===== config.mk =====
export PLATFORM = sky130hd
export DESIGN_NAME = lsu_mem_master
export DESIGN_NICKNAME = d
export VERILOG_FILES = /design/src/rtl/lsu_pkg.sv /design/src/rtl/lsu_lane_align.sv /design/src/rtl/lsu_mem_master.sv
export SDC_FILE = /design/constraint.sdc
export NUM_CORES = 1
export LEC_CHECK = 0
export ABC_AREA = 1
export CAP_MARGIN = 20
export CORE_MARGIN = 2
export CORE_UTILIZATION = 35
export DETAILED_ROUTE_END_ITERATION = 10
export GPL_ROUTABILITY_DRIVEN = 0
export PLACE_DENSITY = 0.58
export SLEW_MARGIN = 20
export SYNTH_ARGS = -nofsm -noshare
export SYNTH_HDL_FRONTEND = slang
export SYNTH_HIERARCHICAL = 1
export SYNTH_SLANG_ARGS = --single-unit

===== constraint.sdc =====
create_clock -name clk -period 5.7 [get_ports clk]
set_input_delay 0.855 -clock clk [delete_from_list [all_inputs] [get_ports clk]]
set_output_delay 0.855 -clock clk [all_outputs]
set_load 0.01 [all_outputs]

===== src/rtl/lsu_pkg.sv =====
// Shared definitions for the load/store unit memory master.
//   - RISC-V funct3 encodings for LB/LH/LW/LBU/LHU and SB/SH/SW
//   - FSM state type
//   - access_err(): request legality check done at acceptance
package lsu_pkg;

  localparam logic [2:0] F3_B  = 3'd0;
  localparam logic [2:0] F3_H  = 3'd1;
  localparam logic [2:0] F3_W  = 3'd2;
  localparam logic [2:0] F3_BU = 3'd4;
  localparam logic [2:0] F3_HU = 3'd5;

  typedef enum logic [1:0] {
    IDLE  = 2'd0,
    READ  = 2'd1,
    WRITE = 2'd2,
    RESP  = 2'd3
  } lsu_state_e;

  // Returns 1 when a request must be answered with an error instead of a
  // memory access: unsupported funct3, misaligned halfword/word, or an
  // address with any bit set at or above mem_addr_bits.
  function automatic logic access_err(input logic        store,
                                      input logic [2:0]  funct3,
                                      input logic [31:0] addr,
                                      input int unsigned mem_addr_bits);
    logic bad_f3;
    logic misaligned;
    logic out_of_range;
    if (store) begin
      bad_f3 = (funct3 > F3_W);
    end else begin
      bad_f3 = (funct3 == 3'd3) || (funct3 == 3'd6) || (funct3 == 3'd7);
    end
    // funct3[1:0] encodes access size for every legal code: 0=byte,1=half,2=word
    misaligned   = ((funct3[1:0] == 2'd1) && addr[0]) ||
                   ((funct3[1:0] == 2'd2) && (addr[1:0] != 2'b00));
    out_of_range = ((addr >> mem_addr_bits) != 32'd0);
    return bad_f3 || misaligned || out_of_range;
  endfunction

endpackage


===== src/rtl/lsu_lane_align.sv =====
// Combinational lane steering for the load/store unit.
//   word     : word read from memory (source for load extract and store merge)
//   wdata    : right-aligned store data
//   addr_lo  : byte offset within the word
//   funct3   : access size / signedness
//   rdata    : extracted and sign/zero-extended load result (0 for bad funct3)
//   merged   : word with the addressed byte/halfword lane replaced by wdata
module lsu_lane_align
  import lsu_pkg::*;
(
  input  logic [31:0] word,
  input  logic [31:0] wdata,
  input  logic [1:0]  addr_lo,
  input  logic [2:0]  funct3,
  output logic [31:0] rdata,
  output logic [31:0] merged
);

  logic [7:0]  byte_sel;
  logic [15:0] half_sel;

  always_comb begin
    byte_sel = word[{addr_lo, 3'b000} +: 8];
    half_sel = addr_lo[1] ? word[31:16] : word[15:0];

    rdata = '0;
    case (funct3)
      F3_B:    rdata = {{24{byte_sel[7]}}, byte_sel};
      F3_H:    rdata = {{16{half_sel[15]}}, half_sel};
      F3_W:    rdata = word;
      F3_BU:   rdata = {24'd0, byte_sel};
      F3_HU:   rdata = {16'd0, half_sel};
      default: rdata = '0;
    endcase
  end

  always_comb begin
    merged = word;
    case (funct3)
      F3_B: merged[{addr_lo, 3'b000} +: 8] = wdata[7:0];
      F3_H: begin
        if (addr_lo[1]) begin
          merged[31:16] = wdata[15:0];
        end else begin
          merged[15:0] = wdata[15:0];
        end
      end
      F3_W:    merged = wdata;
      default: merged = word;
    endcase
  end

endmodule


===== src/rtl/lsu_mem_master.sv =====
// Load/store initiator between the core MEM stage and a word-addressed RAM.
// Converts byte/halfword/word loads and stores into whole-word accesses;
// sub-word stores are done as read-modify-write.
//   clk, reset         : clock (rising edge), async active-high reset
//   req_*              : valid/ready request channel (store flag, funct3,
//                        byte address, right-aligned store data)
//   resp_*             : valid/ready response channel (extended load data,
//                        error flag)
//   mem_addr/mem_wdata : word-aligned address and write word to the RAM
//   mem_wr_en/rd_en    : one-cycle write/read strobes, never both high
//   mem_rdata          : combinational read data from the RAM
module lsu_mem_master
  import lsu_pkg::*;
#(
  parameter int unsigned MEM_ADDR_BITS = 12
) (
  input  logic        clk,
  input  logic        reset,
  input  logic        req_valid,
  output logic        req_ready,
  input  logic        req_store,
  input  logic [2:0]  req_funct3,
  input  logic [31:0] req_addr,
  input  logic [31:0] req_wdata,
  output logic        resp_valid,
  input  logic        resp_ready,
  output logic [31:0] resp_rdata,
  output logic        resp_err,
  output logic [31:0] mem_addr,
  output logic [31:0] mem_wdata,
  output logic        mem_wr_en,
  output logic        mem_rd_en,
  input  logic [31:0] mem_rdata
);

  lsu_state_e  state;
  logic        store_q;
  logic [2:0]  funct3_q;
  logic [1:0]  addr_lo_q;
  logic [31:0] wdata_q;

  logic        req_err;
  logic [31:0] load_data;
  logic [31:0] merged_word;

  assign req_ready = (state == IDLE) && !reset;
  assign req_err   = access_err(req_store, req_funct3, req_addr, MEM_ADDR_BITS);

  lsu_lane_align u_lane_align (
    .word    (mem_rdata),
    .wdata   (wdata_q),
    .addr_lo (addr_lo_q),
    .funct3  (funct3_q),
    .rdata   (load_data),
    .merged  (merged_word)
  );

  always_ff @(posedge clk or posedge reset) begin
    if (reset) begin
      state      <= IDLE;
      store_q    <= 1'b0;
      funct3_q   <= '0;
      addr_lo_q  <= '0;
      wdata_q    <= '0;
      resp_valid <= 1'b0;
      resp_err   <= 1'b0;
      resp_rdata <= '0;
      mem_addr   <= '0;
      mem_wdata  <= '0;
      mem_wr_en  <= 1'b0;
      mem_rd_en  <= 1'b0;
    end else begin
      case (state)
        IDLE: begin
          if (req_valid) begin
            store_q   <= req_store;
            funct3_q  <= req_funct3;
            addr_lo_q <= req_addr[1:0];
            wdata_q   <= req_wdata;
            if (req_err) begin
              resp_valid <= 1'b1;
              resp_err   <= 1'b1;
              resp_rdata <= '0;
              state      <= RESP;
            end else begin
              mem_addr <= {req_addr[31:2], 2'b00};
              if (req_store && (req_funct3 == F3_W)) begin
                mem_wdata <= req_wdata;
                mem_wr_en <= 1'b1;
                state     <= WRITE;
              end else begin
                // loads and sub-word stores both start with a word read
                mem_rd_en <= 1'b1;
                state     <= READ;
              end
            end
          end
        end

        READ: begin
          mem_rd_en <= 1'b0;
          if (store_q) begin
            mem_wdata <= merged_word;
            mem_wr_en <= 1'b1;
            state     <= WRITE;
          end else begin
            resp_rdata <= load_data;
            resp_err   <= 1'b0;
            resp_valid <= 1'b1;
            state      <= RESP;
          end
        end

        WRITE: begin
          mem_wr_en  <= 1'b0;
          resp_rdata <= '0;
          resp_err   <= 1'b0;
          resp_valid <= 1'b1;
          state      <= RESP;
        end

        RESP: begin
          if (resp_ready) begin
            resp_valid <= 1'b0;
            resp_err   <= 1'b0;
            resp_rdata <= '0;
            state      <= IDLE;
          end
        end

        default: state <= IDLE;
      endcase
    end
  end

endmodule

==> results.sh <==
export IMPL_status="finished clean"
export IMPL_grt_overflow=0
export IMPL_cp_max_fo=8
export IMPL_use_met1=0.312
export IMPL_synth_avg_cell_area_um2=6.41
export IMPL_core_um2=25200
export IMPL_worst_pin_slew_ps=1010
export IMPL_grt_pass1_wl_um=46100
export IMPL_drtIter0Drc=763
export IMPL_post_cts_buffers=0
export IMPL_grt_busiest_layer="met2"
export IMPL_min_period_over_period=0.545
export IMPL_num_rows=58
export IMPL_ys_warnings_count=6
export IMPL_power_uw=5680
export IMPL_ys_flop_type="dfrtp_1"
export IMPL_holdPathStages=2
export IMPL_cts_buffers=17
export IMPL_netlist_area_leader_share=0.385
export IMPL_yosysSeqAreaShare=0.385
export IMPL_async_flop_share=1.00
export IMPL_max_stage_delay_ps=550
export IMPL_cts_resized=0
export IMPL_clk_latency_ps=430
export IMPL_ir_drop_v=0.000175
export IMPL_die_w_um=164
export IMPL_setup_ws_ps=2590
export IMPL_design_area_um2=11600
export IMPL_report_final_slew_viol_count=0
export IMPL_path_cells="inv_1 -> ha_1 -> inv_1 -> nor2_1 -> clkdlybuf4s50_1"
export IMPL_fp_dieArea_um2=26900
export IMPL_antenna_cells=0
export IMPL_cts_root_buf="clkbuf_16"
export IMPL_cp_data_arrival_time_ps=2250
export IMPL_critPathKind="reg2out"
export IMPL_r2r_start="state[1]"
export IMPL_cap_violations=0
export IMPL_setup_viol=0
export IMPL_drcViolationCount=0
export IMPL_drt_pass1_iter_count=5
export IMPL_io_buffers=202
export IMPL_grt_usage=0.220
export IMPL_r2r_cells=10
export IMPL_p_leak_uw=0.00605
export IMPL_dp_hpwl_um=21100
export IMPL_hp_class="reg2reg"
export IMPL_cts_tree="done"
export IMPL_fin_crit_ps=3110
export IMPL_drt_total_wl_um=29100
export IMPL_vias=9146
export IMPL_die_h_um=164
export IMPL_ios=205
export IMPL_crit_slowest_cell="clkdlybuf4s50_1"
export IMPL_syn_area_um2=8970
export IMPL_clockBufferDepth=2
export IMPL_cp_end_kind="output port"
export IMPL_place_ws_ps=2450
export IMPL_viasPerCell=4.84
export IMPL_min_to="mem_addr[30]"
export IMPL_antenna_found_initial=0
export IMPL_syn_to_final_growth_pct=29.5
export IMPL_wl_per_cell_um=15.4
export IMPL_worst_path_buf_inv=3
export IMPL_grt_start_max_net_pins=74
export IMPL_ys_ff_latch=138
export IMPL_synth_edf_count=0
export IMPL_synth_area_leaders="dfrtp_1 (39%), nand2_1 (23%), nor2_1 (8.3%), inv_1 (6.7%), o21ai_0 (5.7%)"
export IMPL_clock_sinks=138
export IMPL_p_per_area_nw_per_um2=489
export IMPL_grtUsageMet2=0.324
export IMPL_min_from="mem_addr[30]"
export IMPL_htreeDepth=4
export IMPL_grt_pass1_vias=8573
export IMPL_rsz0062_at_grt="no"
export IMPL_grt_use_met3=0.0449
export IMPL_antenna_left=0
export IMPL_max_slew_margin=0.326
export IMPL_synth_cell_types=33
export IMPL_cpMostUsedCell="inv_1"
export IMPL_clk_pin_slew_worst_paths_ps=70
export IMPL_start_util=0.356
export IMPL_fillers=2631
export IMPL_fmax_mhz=322
export IMPL_cp_start_kind="flip-flop"
export IMPL_drive_above_1_share=0.0449
export IMPL_final_hold_violation_count=0
export IMPL_netlist_top_cell_by_area="dfrtp_1"
export IMPL_cp_top_family="buffers and inverters"
export IMPL_cts_hold_buf=0
export IMPL_r2r_end="mem_wdata[28]"
export IMPL_final_setup_skew_ps=10.2
export IMPL_rrSetupSlack_ps=2830
export IMPL_syn_inst=1398
export IMPL_cp_depth=5
export IMPL_dpl_instance_area_um2=11000
export IMPL_finalNetCount=1662
export IMPL_cp_required_ps=4850
export IMPL_timing_setup_tns_ps=0
-- worst register-to-register path, cell delays in order (launching register included) --
cell,delay (ps)
dfrtp_1,420
inv_1,140
ha_2,180
buf_4,470
inv_2,150
nor2_2,110
buf_4,310
inv_2,360
nand3_4,480
nand2_1,130
nand2_1,70
-- through the flow --
| stage | hold WS [ps] | instances | util |
|---|---|---|---|
| floorplan | 450 | 1399 | - |
| global placement | 448 | 1858 | 0.438 |
| detailed placement | 451 | 1858 | 0.438 |
| CTS | 474 | 1890 | 0.461 |
| global route | 488 | 1890 | 0.461 |
| finish | 468 | 1890 | 0.461 |
-- cells in the final DEF (no fill, tap or decap), types with 9 or more instances in the layout --
cell and count:
o21ai_0 103, dfrtp_1 137, ha_1 10, nand4_1 77, nand3_1 44, clkbuf_16 17, nor2_1 198, clkdlybuf4s50_1 202
buf_4 9, nand2_1 538, inv_1 158
-- cell families after synthesis --
family	Yosys count	share of synthesized area
buffers and inverters	247	0.119
DFF	138	0.385
adders and majority gates	11	0.0153
AOI/OAI and AO/OA	123	0.0735
other	1	0.000418
and+or+nand+nor	878	0.406
-- state kept, by name, indices dropped and copies added (netlist names) --
name / count
mem_addr: 30
resp_valid: 1
mem_wr_en: 1
resp_rdata: 32
mem_rd_en: 1
state: 2
mem_wdata: 32
funct3_q: 3
resp_err: 1
wdata_q: 32
addr_lo_q: 2
store_q: 1
-- synthesized netlist by cell type, types with 7 or more instances --
| cell type | count |
|---|---|
| clkbuf_1 | 23 |
| buf_2 | 38 |
| dfrtp_1 | 138 |
| buf_6 | 8 |
| ha_1 | 11 |
| buf_4 | 9 |
| nand3_1 | 44 |
| o21ai_0 | 103 |
| nand2_1 | 540 |
| inv_1 | 159 |
| o211ai_1 | 7 |
| nor2_1 | 199 |
| nand4_1 | 77 |
-- power breakdown --
group / total (µW) / internal [µW] / leakage (µW) / switching, µW
registers: 1560 / 1300 / 0.00181 / 266
clock network: 1090 / 582 / 0.000277 / 512
logic: 3020 / 1070 / 0.00396 / 1950
-- worst max-delay path by stage --
stage / start / to / slack (ps)
4_1_cts: state[1] / req_ready / 2570
6_report: state[1] / req_ready / 2590
5_1_grt: state[1] / req_ready / 2440
3_3_place_gp: req_valid / resp_rdata[17] / 2490
3_5_place_dp: req_valid / resp_rdata[19] / 2450
2_1_floorplan: reset / addr_lo_q[0] / 1150
-- routing by layer --
metal  vias to the layer above  share of wire
met2                       335           0.43
li1                       4617              -
met4                         0          0.036
met5                         -              0
met1                      4142           0.46
met3                        52          0.072
-- area by class of cell --
class,count,area [µm²],share of cell area
Multi-Input combinational cell,1014,4460,0.384
Sequential cell,138,3450,0.297
Timing Repair Buffer,211,2090,0.180
Inverter,165,624,0.0538
Clock buffer,17,425,0.0366
Tap cell,330,413,0.0355
Clock inverter,15,149,0.0128
Power figures use the tool's default switching activity.
==> variant 1, RTL diff (same settings) <==
Reset style: synchronous (`reset`), changed in one clocked block. Comments in the files are not updated.
--- a/src/rtl/lsu_mem_master.sv
+++ b/src/rtl/lsu_mem_master.sv
@@ -57,3 +57,3 @@
 
-  always_ff @(posedge clk or posedge reset) begin
+  always_ff @(posedge clk) begin
     if (reset) begin
Behaviour: differs if reset is asserted again (counterexample within 4 cycles, from zero or initial values and one cycle with reset high); with reset held inactive, the same outputs for 4 cycles.
==> variant 1 against the original RTL <==
- sequential share of layout area fell by 5.1 points
- setup slack gained 0.024 ns
- combinational power decreased by 26%
- count of clock-buffer cells in the layout stayed put
- sequential cell count did not move
- area after synthesis is 4.2% lower
- routed wire length is 2.3% lower
- power is 18% lower
- maximum frequency up 0.78%
- die area fell by 4.1%
- cell area fell by 3.4%
- highest routed layer is now met5
==> variant 1: results (changes against the original RTL) <==
Routed WL per cell: 14.6 microns (-5.1%)
CP max-delay cell: clkdlybuf4s50_1
Max VDD drop: 181 uV (+3.3%)
Cells after Synth: 1469 (+5.1%)
crit path from: reset
Max Clock Skew: 0.0137 ns (+0.00354 ns)
vias in the first global route: 8537 (-0.42%)
DRT met1 WL: 12.7 mm (-5.1%)
YS warnings: 6 (unchanged)
Clock Power Share: 23.6% (+4.3 points)
met3 WL: 2.28 mm (+9.2%)
share of post-route cells with drive strength above 1: 4.19% (-0.29 points)
antenna violations before repair: 1 (+1)
WL met2: 12.9 mm (+2.8%)
Detailed Route WL: 28.4 mm (-2.3%)
worst slew pin tran: 1.00 ns (-0.00691 ns)
Clock Power: 0.00110 W
post-CTS setup buffers: 0 (unchanged)
total track usage: 21.7% (-0.23 points)
Leak: 5.11 nW (-16%)
Inst Count DP: 1911 (+2.9%)
Area contributors post-synth: dfxtp_1 32%, nand2_1 19%, nor2_1 13%, inv_1 7.6%, o21ai_0 6.6%
combinational fraction of design power: 48.1% (-5.1 points)
dominant synthesized flop cell: dfxtp_1
vias per cell: 4.80 (-0.81%)
Hold Crit Endpoint: resp_rdata[25]$_SDFFE_PP0P_
Fill cells: 2590 (-1.6%)
Sw Share: 45.3% (-2.7 points)
status: finished, final reports clean
drt initial violations: 606 (-21%)
WP data arrival: 2.23 ns (-0.02 ns)
r2r setup slk: 2.63 ns (-0.20 ns)
Synth Area in Adders: 1.60% (+0.068 points)
Worst path max stage delay: 0.49 ns (-0.06 ns)
top sig layer: met5
met3 GRT Util: 6.82% (+2.3 points)
synth cell count leaders: 425 x nand2_1, 296 x nor2_1, 174 x inv_1
half-perimeter wire length after placement: 20.5 mm (-3.0%)
Netlist cell types: 31 (-6.1%)
Synth async-reset ratio: 0% (-100 points)
Worst R2R Start: addr_lo_q[0]$_SDFFE_PP0P_
reg2reg end: mem_wdata[2]$_SDFFE_PP0P_
R2R depth: 11 (+1)
first-pass GRT wire length: 45.1 mm (-2.2%)
CP Max Fanout: 37 (+29)
mux contribution to synthesized area: 0% (unchanged)
largest net degree at the start of global routing: 76 (+2.7%)
sequential fraction of the synthesis area: 32.2% (-6.3 points)
complex-gate fraction of the synthesized area: 12.4% (+5.0 points)
M2 GR Usage: 34.7% (+2.3 points)
worst hold path startpoint: resp_rdata[25]$_SDFFE_PP0P_
Largest regs: mem_wdata x32, resp_rdata x32, wdata_q x32
Final #Nets: 1723 (+3.7%)
met1 Use GR: 28.6% (-2.6 points)
[variant 1: changes by cell type in the layout (fill, tap and decap cells not counted), sizes merged, moves of 13 or more]
cell / unedited run / this run
nand2: 546 / 430
nor2: 205 / 303
dfrtp: 138 / 0
nand4: 78 / 44
inv: 172 / 187
and3: 0 / 20
o21ai: 106 / 119
dfxtp: 0 / 138
a21oi: 7 / 75
[variant 1: per-stage QoR]
stage | hold WS, ns | area, sq um | utilization (%) | setup slack (ns)
floorplan | 0.456 | 8590 | - | 3.32
finish | 0.460 | 11200 | 46.4 | 2.62
CTS | 0.463 | 11200 | 46.2 | 2.33
detailed placement | 0.453 | 10600 | 43.8 | 2.34
global placement | 0.450 | 10600 | 43.8 | 2.45
global route | 0.480 | 11200 | 46.4 | 2.32
[variant 1: final cells by class]
cell class	instances	area, sq um	area share (%)
sequential	138	2760	24.6
multi-input combinational	1061	4690	41.8
inverter	180	677	6.03
clock buffer	17	425	3.79
tap	324	405	3.61
clock inverter	15	150	1.34
timing repair buffer	210	2110	18.8
==> variant 2, RTL diff (same settings) <==
Made on the original files. Encoding of `lsu_state_e`: now Gray code (2 bits for 4 states).
--- a/src/rtl/lsu_pkg.sv
+++ b/src/rtl/lsu_pkg.sv
@@ -13,6 +13,6 @@
   typedef enum logic [1:0] {
-    IDLE  = 2'd0,
-    READ  = 2'd1,
-    WRITE = 2'd2,
-    RESP  = 2'd3
+    IDLE  = 2'b00,
+    READ  = 2'b01,
+    WRITE = 2'b11,
+    RESP  = 2'b10
   } lsu_state_e;
Formal check against the unedited RTL: no difference found for any inputs over 4 cycles, from zero or initial values and one cycle with reset high; so few cycles prove little.
==> variant 2 against the original RTL <==
- clock skew decreased by 0.0023 ns
- setup slack got worse by 0.072 ns
- cell count decreased by 0.11%
- synthesized cell count decreased by 0.50%
- sequential cell count unchanged
- routed wire length increased by 2.7%
- cell area increased by 0.93%
- area after synthesis increased by 0.75%
- power decreased by 12%
- die area increased by 0.73%
- critical path type is now reg -> reg
- critical endpoint is now mem_wdata[15]$_DFFE_PP0P_
- largest cell class unchanged
- highest routed layer unchanged
==> variant 2: results (changes against the original RTL) <==
Inst Count DP: 1854 (-0.22%)
Synth Area in XOR/XNOR: 0% (unchanged)
drt initial violations: 699 (-8.4%)
worst slew pin tran: 0.888 ns (-0.120 ns)
worst slack, placed: 1.91 ns (-0.541 ns)
post-CTS setup buffers: 0 (unchanged)
CP max-delay cell: clkinv_2
dpl cell area: 11100 sq um (+0.82%)
combinational fraction of design power: 49.4% (-3.8 points)
WP data arrival: 3.49 ns (+1.24 ns)
top cell family by delay on the critical path: buffers and inverters
Post-DRT Antenna Nets: 0 (unchanged)
half-perimeter wire length after placement: 21.2 mm (+0.49%)
TritonRoute pass-1 iters: 5 (unchanged)
Cell Int Power: 0.00272 W (-7.9%)
first-pass GRT wire length: 47.8 mm (+3.5%)
clock buffer depth: 2 (unchanged)
share of post-route cells with drive strength above 1: 6.87% (+2.4 points)
complex-gate fraction of the synthesized area: 3.82% (-3.5 points)
total track usage: 22.7% (+0.75 points)
Avg Inst Size Synth: 6.50 sq um (+1.3%)
Row Count: 58 (unchanged)
Leak: 6.13 nW (+1.4%)
Largest regs: mem_wdata x32, resp_rdata x32, wdata_q x32
Seq. pwr: 0.00145 W (-7%)
sequential fraction of the synthesis area: 38.2% (-0.29 points)
CP Max Fanout: 66 (+58)
Final #Nets: 1653 (-0.54%)
Worst path max stage delay: 0.80 ns (+0.25 ns)
Logic power comb: 0.00248 W (-18%)
largest net degree at the start of global routing: 67 (-9.5%)
Hold Path Class: reg -> reg
min cycle time layout: 3.18 ns (+0.0717 ns)
dominant synthesized flop cell: dfrtp_1
Area contributors post-synth: dfrtp_1 38%, nand2_1 22%, nor2_1 10%, inv_1 6.0%, nand4_1 5.1%
Detailed Route WL: 29.9 mm (+2.7%)
vias per cell: 4.83 (-0.23%)
mux contribution to synthesized area: 4.74% (+4.7 points)
vias in the first global route: 8810 (+2.8%)
Synth async-reset ratio: 100% (unchanged)
H-tree levels: 4 (unchanged)
synth cell count leaders: 539 x nand2_1, 243 x nor2_1, 145 x inv_1
vias: 9115 (-0.34%)
Fill cells: 2635 (+0.15%)
status: finished, final reports clean
Clock Latency Late Sink: 0.44 ns
YS warnings: 6 (unchanged)
Netlist cell types: 28 (-15%)
Max VDD drop: 177 uV (+1.1%)
TritonCTS Buffers: 17 (unchanged)
antenna violations before repair: 3 (+3)
Max Clock Skew: 0.00786 ns (-0.00234 ns)
Synth Area in Adders: 0.692% (-0.84 points)
I/O Buffers: 202 (unchanged)
post-cts resize count: 0 (unchanged)
clock root buffer: clkbuf_16
Clock Pin Slew Worst Setup and Hold Paths: 0.07 ns (about the same)
==> variant 2: cell count changes after synthesis, sizes merged, moves of 3 or more <==
cell	before	now
buf	59	56
inv	163	150
nor2	205	248
clkbuf	23	26
mux2	0	38
nand2	546	543
or2	0	3
nand4	78	74
ha	11	5
o21ai	106	48
==> variant 2: cell type report <==
cell class / instances / area, sq um / share of cell area, %
well taps: 330 / 413 / 3.52
flip-flops and latches: 138 / 3450 / 29.5
multi-input cells: 1021 / 4580 / 39.1
clock inverters: 14 / 131 / 1.12
repair buffers: 215 / 2130 / 18.1
clock buffers: 18 / 439 / 3.75
inverters: 151 / 573 / 4.89
diodes: 1 / 2.50 / 0.0213
==> variant 2: routing by layer <==
layer	track usage, %	up-vias	wire (microns)
met1	31.3	4181	13500
met2	34.8	303	13500
met3	5.30	40	2140
met4	8.22	0	808
met5	0	-	0
li1	-	4591	-
==> variant 2: final timing paths <==
check	cells after the start	to	slack, ns	start
setup / recovery	8	mem_wdata[15]$_DFFE_PP0P_	2.52	state[0]$_DFFE_PP0P_
hold / removal	2	mem_addr[14]$_DFFE_PP0P_	0.47	mem_addr[14]$_DFFE_PP0P_
setup reg to reg	8	mem_wdata[15]$_DFFE_PP0P_	2.52	state[0]$_DFFE_PP0P_
hold reg to reg	2	mem_addr[14]$_DFFE_PP0P_	0.47	mem_addr[14]$_DFFE_PP0P_
max in group asynchronous	3	addr_lo_q[1]$_DFFE_PP0P_	3.85	reset
min in group asynchronous	2	mem_addr[17]$_DFFE_PP0P_	0.80	reset
==> variant 2: worst min-delay path: cells and delay by family (launching register included) <==
family	cells	cell delay, ns
flip-flops	1	0.34
buffers and inverters	1	0.04
AND/OR/NAND/NOR	1	0.05
